[src/rtl/bcd_scan_driver.sv]
// bcd_scan_driver: time-multiplexes a DIGITS-wide BCD value onto one 7-segment decoder.
// Loads commit only at frame boundaries. Define BCD_SCAN_LZB_EN for leading-zero blanking.

module bcd_scan_driver #(
    parameter int DIGITS       = 4,
    parameter int PRESCALE     = 100000,
    parameter int BLANK_CYCLES = 16
) (
    input  logic                clk,
    input  logic                rst_n,
    input  logic                in_valid,
    output logic                in_ready,
    input  logic [4*DIGITS-1:0] bcd_in,
    output logic [3:0]          y,
    output logic [DIGITS-1:0]   an
);

    localparam int CNT_W = $clog2(PRESCALE);
    localparam int IDX_W = ($clog2(DIGITS) < 1) ? 1 : $clog2(DIGITS);
    localparam logic [CNT_W-1:0] CNT_LAST  = CNT_W'(PRESCALE - 1);
    localparam logic [CNT_W-1:0] CNT_BLANK = CNT_W'(BLANK_CYCLES);
    localparam logic [IDX_W-1:0] IDX_LAST  = IDX_W'(DIGITS - 1);

    logic [CNT_W-1:0]    r_cnt;
    logic [IDX_W-1:0]    r_idx;
    logic                r_pending;
    logic [4*DIGITS-1:0] r_shadow;
    logic [4*DIGITS-1:0] r_active;
    logic [DIGITS-1:0]   r_an;
    logic [3:0]          r_y;

    logic                w_tick;
    logic                w_frame_end;
    logic                w_accept;
    logic                w_blank;
    logic [3:0]          w_raw;
    logic [3:0]          w_digit;

    assign w_tick      = (r_cnt == CNT_LAST);
    assign w_frame_end = w_tick && (r_idx == IDX_LAST);
    assign w_accept    = in_valid && !r_pending;
    assign w_blank     = (r_cnt < CNT_BLANK);
    assign w_raw       = r_active[4*r_idx +: 4];

    assign in_ready = ~r_pending;
    assign an       = r_an;
    assign y        = r_y;

`ifdef BCD_SCAN_LZB_EN
    // Bit i is set when digit i and every higher digit are zero.
    logic [DIGITS-1:0] w_zero_above;

    // NOTE: always_comb assigns every output a default before any branch, so no latch is inferred.
    always_comb begin
        w_zero_above             = '0;
        w_zero_above[DIGITS-1]   = (r_active[4*(DIGITS-1) +: 4] == 4'h0);
        for (int i = DIGITS - 2; i >= 0; i--) begin
            w_zero_above[i] = w_zero_above[i+1] && (r_active[4*i +: 4] == 4'h0);
        end
    end

    // Digit 0 always shows, so a zero value still displays a single "0".
    assign w_digit = ((r_idx != '0) && w_zero_above[r_idx]) ? 4'hF : w_raw;
`else
    assign w_digit = w_raw;
`endif

    // NOTE: sequential state uses non-blocking assignments so every register samples pre-edge values.
    always_ff @(posedge clk or negedge rst_n) begin
        if (!rst_n) begin
            r_cnt <= '0;
            r_idx <= '0;
        end else if (w_tick) begin
            r_cnt <= '0;
            r_idx <= (r_idx == IDX_LAST) ? '0 : r_idx + 1'b1;
        end else begin
            r_cnt <= r_cnt + 1'b1;
        end
    end

    // Accept and commit are exclusive: accepting needs pending clear, committing needs it set.
    always_ff @(posedge clk or negedge rst_n) begin
        if (!rst_n) begin
            r_pending <= 1'b0;
            r_shadow  <= '0;
            r_active  <= {DIGITS{4'hF}};
        end else if (w_frame_end && r_pending) begin
            r_active  <= r_shadow;
            r_pending <= 1'b0;
        end else if (w_accept) begin
            r_shadow  <= bcd_in;
            r_pending <= 1'b1;
        end
    end

    always_ff @(posedge clk or negedge rst_n) begin
        if (!rst_n) begin
            r_an <= '1;
            r_y  <= 4'hF;
        end else if (w_blank) begin
            r_an <= '1;
            r_y  <= 4'hF;
        end else begin
            r_an <= ~(DIGITS'(1) << r_idx);
            r_y  <= w_digit;
        end
    end

endmodule

[config.mk]
export PLATFORM = sky130hd
export DESIGN_NAME = bcd_scan_driver
export DESIGN_NICKNAME = d
export VERILOG_FILES = /design/src/rtl/bcd_scan_driver.sv
export SDC_FILE = /design/constraint.sdc
export NUM_CORES = 1
export LEC_CHECK = 0
export ABC_AREA = 1
export BUFFER_PORTS_ARGS = -buffer_cell sky130_fd_sc_hd__clkbuf_2
export CAP_MARGIN = 5
export CORE_UTILIZATION = 23
export DETAILED_ROUTE_END_ITERATION = 16
export PLACE_DENSITY = 0.48
export SKIP_LAST_GASP = 1
export SLEW_MARGIN = 10
export SYNTH_ARGS = -nofsm -noshare
export SYNTH_HDL_FRONTEND = slang
export SYNTH_SLANG_ARGS = --single-unit
[constraint.sdc]
create_clock -name clk -period 3.3 [get_ports clk]
set_input_delay 0.495 -clock clk [delete_from_list [all_inputs] [get_ports clk]]
set_output_delay 0.495 -clock clk [all_outputs]
set_load 0.005 [all_outputs]
==> qor.yml <==
r2r_slack_ns: 1.40
netlist_top_cells_area: "dfrtp_1 (32%), dfstp_2 (22%), nand2_1 (9.8%)"
yosysMostFrequentCell: "nand2_1"
syn_area_sq_mm: 0.00284
ir_worst_vdd_uv: 235
track_usage_pct: 10.6
io_buffer_count: 27
synthTopCellsByCount: "nand2_1 (74), nor2_1 (50), dfrtp_1 (36)"
drive_gt1_share_pct: 28.0
syn_avg_cell_area_sq_um: 9.21
dieArea_sq_mm: 0.0128
fmax_mhz: 527
coreArea_sq_mm: 0.0120
finalHoldViolCount: 0
syn2layout_area_growth_pct: 20.4
antenna_found_initial: 0
nNetsFinal: 365
final_max_slew_viol_count: 0
power.internal_w: 0.00137
cp_cell_sequence: "ha_1, nand2_1, clkinv_1, nand3_4, o21ai_0, inv_1"
p_leak_nw: 1.71
clock_power_share_pct: 53.2
pin_count: 28
cap_violations: 0
synth_fp_nets: 332
synth_enable_flop_cells: 0
power_density_mw_per_mm2: 514
worst_setup_path_start_kind: "flop"
clock_skew_ns: 0.00671
seq_area_frac_synth_pct: 54.0
fin_setup_tns_ns: 0
grt_pass1_wl_microns: 10500
comb_power_share_pct: 2.7
pre_cts_slack_ns: 1.40
vias: 2083
rows: 40
clockBufferDepth: 2
synth_top_area_share_pct: 31.8
grt-ovfl-total: 0
criticalPathCategory: "flop to flop"
grt_setup_unrepaired: "false"
post_cts_resized: 0
synth-seq-cells: 60
critical_path.slowest_cell: "dfrtp_1"
worstPathMaxFanout: 17
die_x_microns: 113
routed_wl_microns: 5960
slowest_delay_ns: 0.49
dieHeight_microns: 113
cts_buffers: 9
cts_root_buf: "clkbuf_16"
worstPathArrival_ns: 2.17
power_w: 0.00176
synth_ff_type: "dfrtp_1"
drc: 0
outcome: "finished clean"
grt_start_max_net_pins: 40
grt_pass1_vias: 2114
yosys.area.top_type: "dfrtp_1"
clkTransAtPathRegs_ns: 0.06
cts_sinks: 60
place_congestion: 0.795
final_util_pct: 28.4
dpl.hpwl_microns: 4280
insertedDiodeCount: 0
hold_buffers: 0
swShare_pct: 21.7
cp-end-kind: "flop"
cts_tree: "yes"
drtAntennaViolNets: 0
start_util_pct: 23.6
ys_warn_count: 0
slew_headroom_pct: 35.2
finalCritPeriodShare_pct: 57.5
drt_pre_antenna_iters: 4
finalCriticalPeriod_ns: 1.90
holdWs_ns: 0.319
via_per_inst: 4.23
p_switching_w: 0.000382
netlist_instances: 308
postCtsSetupBuffers: 0
tightest_slew_ns: 0.972
hp-class: "input pin to async pin"
cp.required_ns: 3.57
initialDrtViolationCount: 105
async_flop_share_pct: 100
seqPwrFrac_pct: 44.1
clock_latency_ns: 0.33
htreeDepth: 3
synthDistinctLibCells: 30
avgRoutedWirePerCell_microns: 12.1
setup_viol: 0
layout_setup_ws_ns: 1.40
==> sequential cells by signal, indices dropped and copies added, names as in the netlist <==
| register | flops |
|---|---|
| an | 4 |
| r_active | 16 |
| r_cnt | 17 |
| r_idx | 2 |
| r_pending | 1 |
| r_shadow | 16 |
| y | 4 |
==> worst max-delay path, delay by kind of cell, from the launching register on <==
family | cells | cell delay [ns]
AO/OA/AOI/OAI | 1 | 0.13
adder cells (fa/ha/maj) | 1 | 0.29
buffers and inverters | 2 | 0.47
flip-flops | 1 | 0.49
AND/OR/NAND/NOR | 2 | 0.46
==> kinds of logic (layout without fill, tap and decap cells) <==
kind of cell	Yosys count	after routing	share of synthesized area, %
simple gates	170	170	27.3
flops	60	60	54.0
compound gates	15	15	2.65
fa+ha+maj	5	5	2.21
mux	16	16	6.35
xor+xnor	5	5	1.54
buf+inv	37	75	5.91
==> area by class of cell <==
| type | instances | area [sq um] |
|---|---|---|
| clock inverters | 7 | 75.1 |
| well taps | 147 | 184 |
| inverters | 30 | 113 |
| clock buffers | 9 | 225 |
| repair buffers | 29 | 150 |
| multi-input cells | 211 | 1140 |
| fillers | 1296 | 8600 |
| flip-flops and latches | 60 | 1530 |
==> through the flow <==
stage | area (sq um) | instances
global placement | 3120 | 477
global route | 3420 | 493
CTS | 3420 | 493
detailed placement | 3120 | 477
floorplan | 2840 | 308
finish | 3420 | 493
==> worst paths after layout <==
path | from | endpoint | cells after the start
max in group asynchronous | rst_n | an[1] | 2
setup reg to reg | r_idx[0] | r_pending | 6
setup / recovery | r_idx[0] | r_pending | 6
hold reg to reg | r_active[9] | r_active[9] | 2
hold / removal | rst_n | r_shadow[14] | 1
min in group clk | bcd_in[2] | r_shadow[2] | 2
==> routing by layer <==
layer	up-vias	track usage, %	part of all wire [%]
li1	1057	-	-
met1	979	14.5	53
met2	43	15.2	42
met3	4	3.80	4.0
met4	0	4.12	1.4
met5	-	0	0
==> power by group through the flow <==
stage	sequential (W)	combinational [W]	clock [W]
final	0.000774	0.0000470	0.000935
after global routing	0.000776	0.0000548	0.00100
after floorplan	0.000780	0.0000194	0
after detailed placement	0.000786	0.0000490	0
after CTS	0.000774	0.0000491	0.000962
after global placement	0.000786	0.0000476	0
==> placed cells by master, fill, tap and decap left out, types with 3 or more instances in the layout <==
cell / synthesis / layout
nand2_1: 74 / 74
nor2_1: 50 / 50
dfrtp_1: 36 / 36
clkbuf_2: 0 / 27
inv_1: 26 / 26
dfstp_2: 24 / 24
nand4_1: 20 / 20
mux2_2: 16 / 16
nand3_1: 13 / 13
o21ai_0: 12 / 12
clkbuf_16: 0 / 9
ha_1: 5 / 5
xor2_1: 4 / 4
nand2_2: 3 / 3
(Power assumes the default switching activity.)
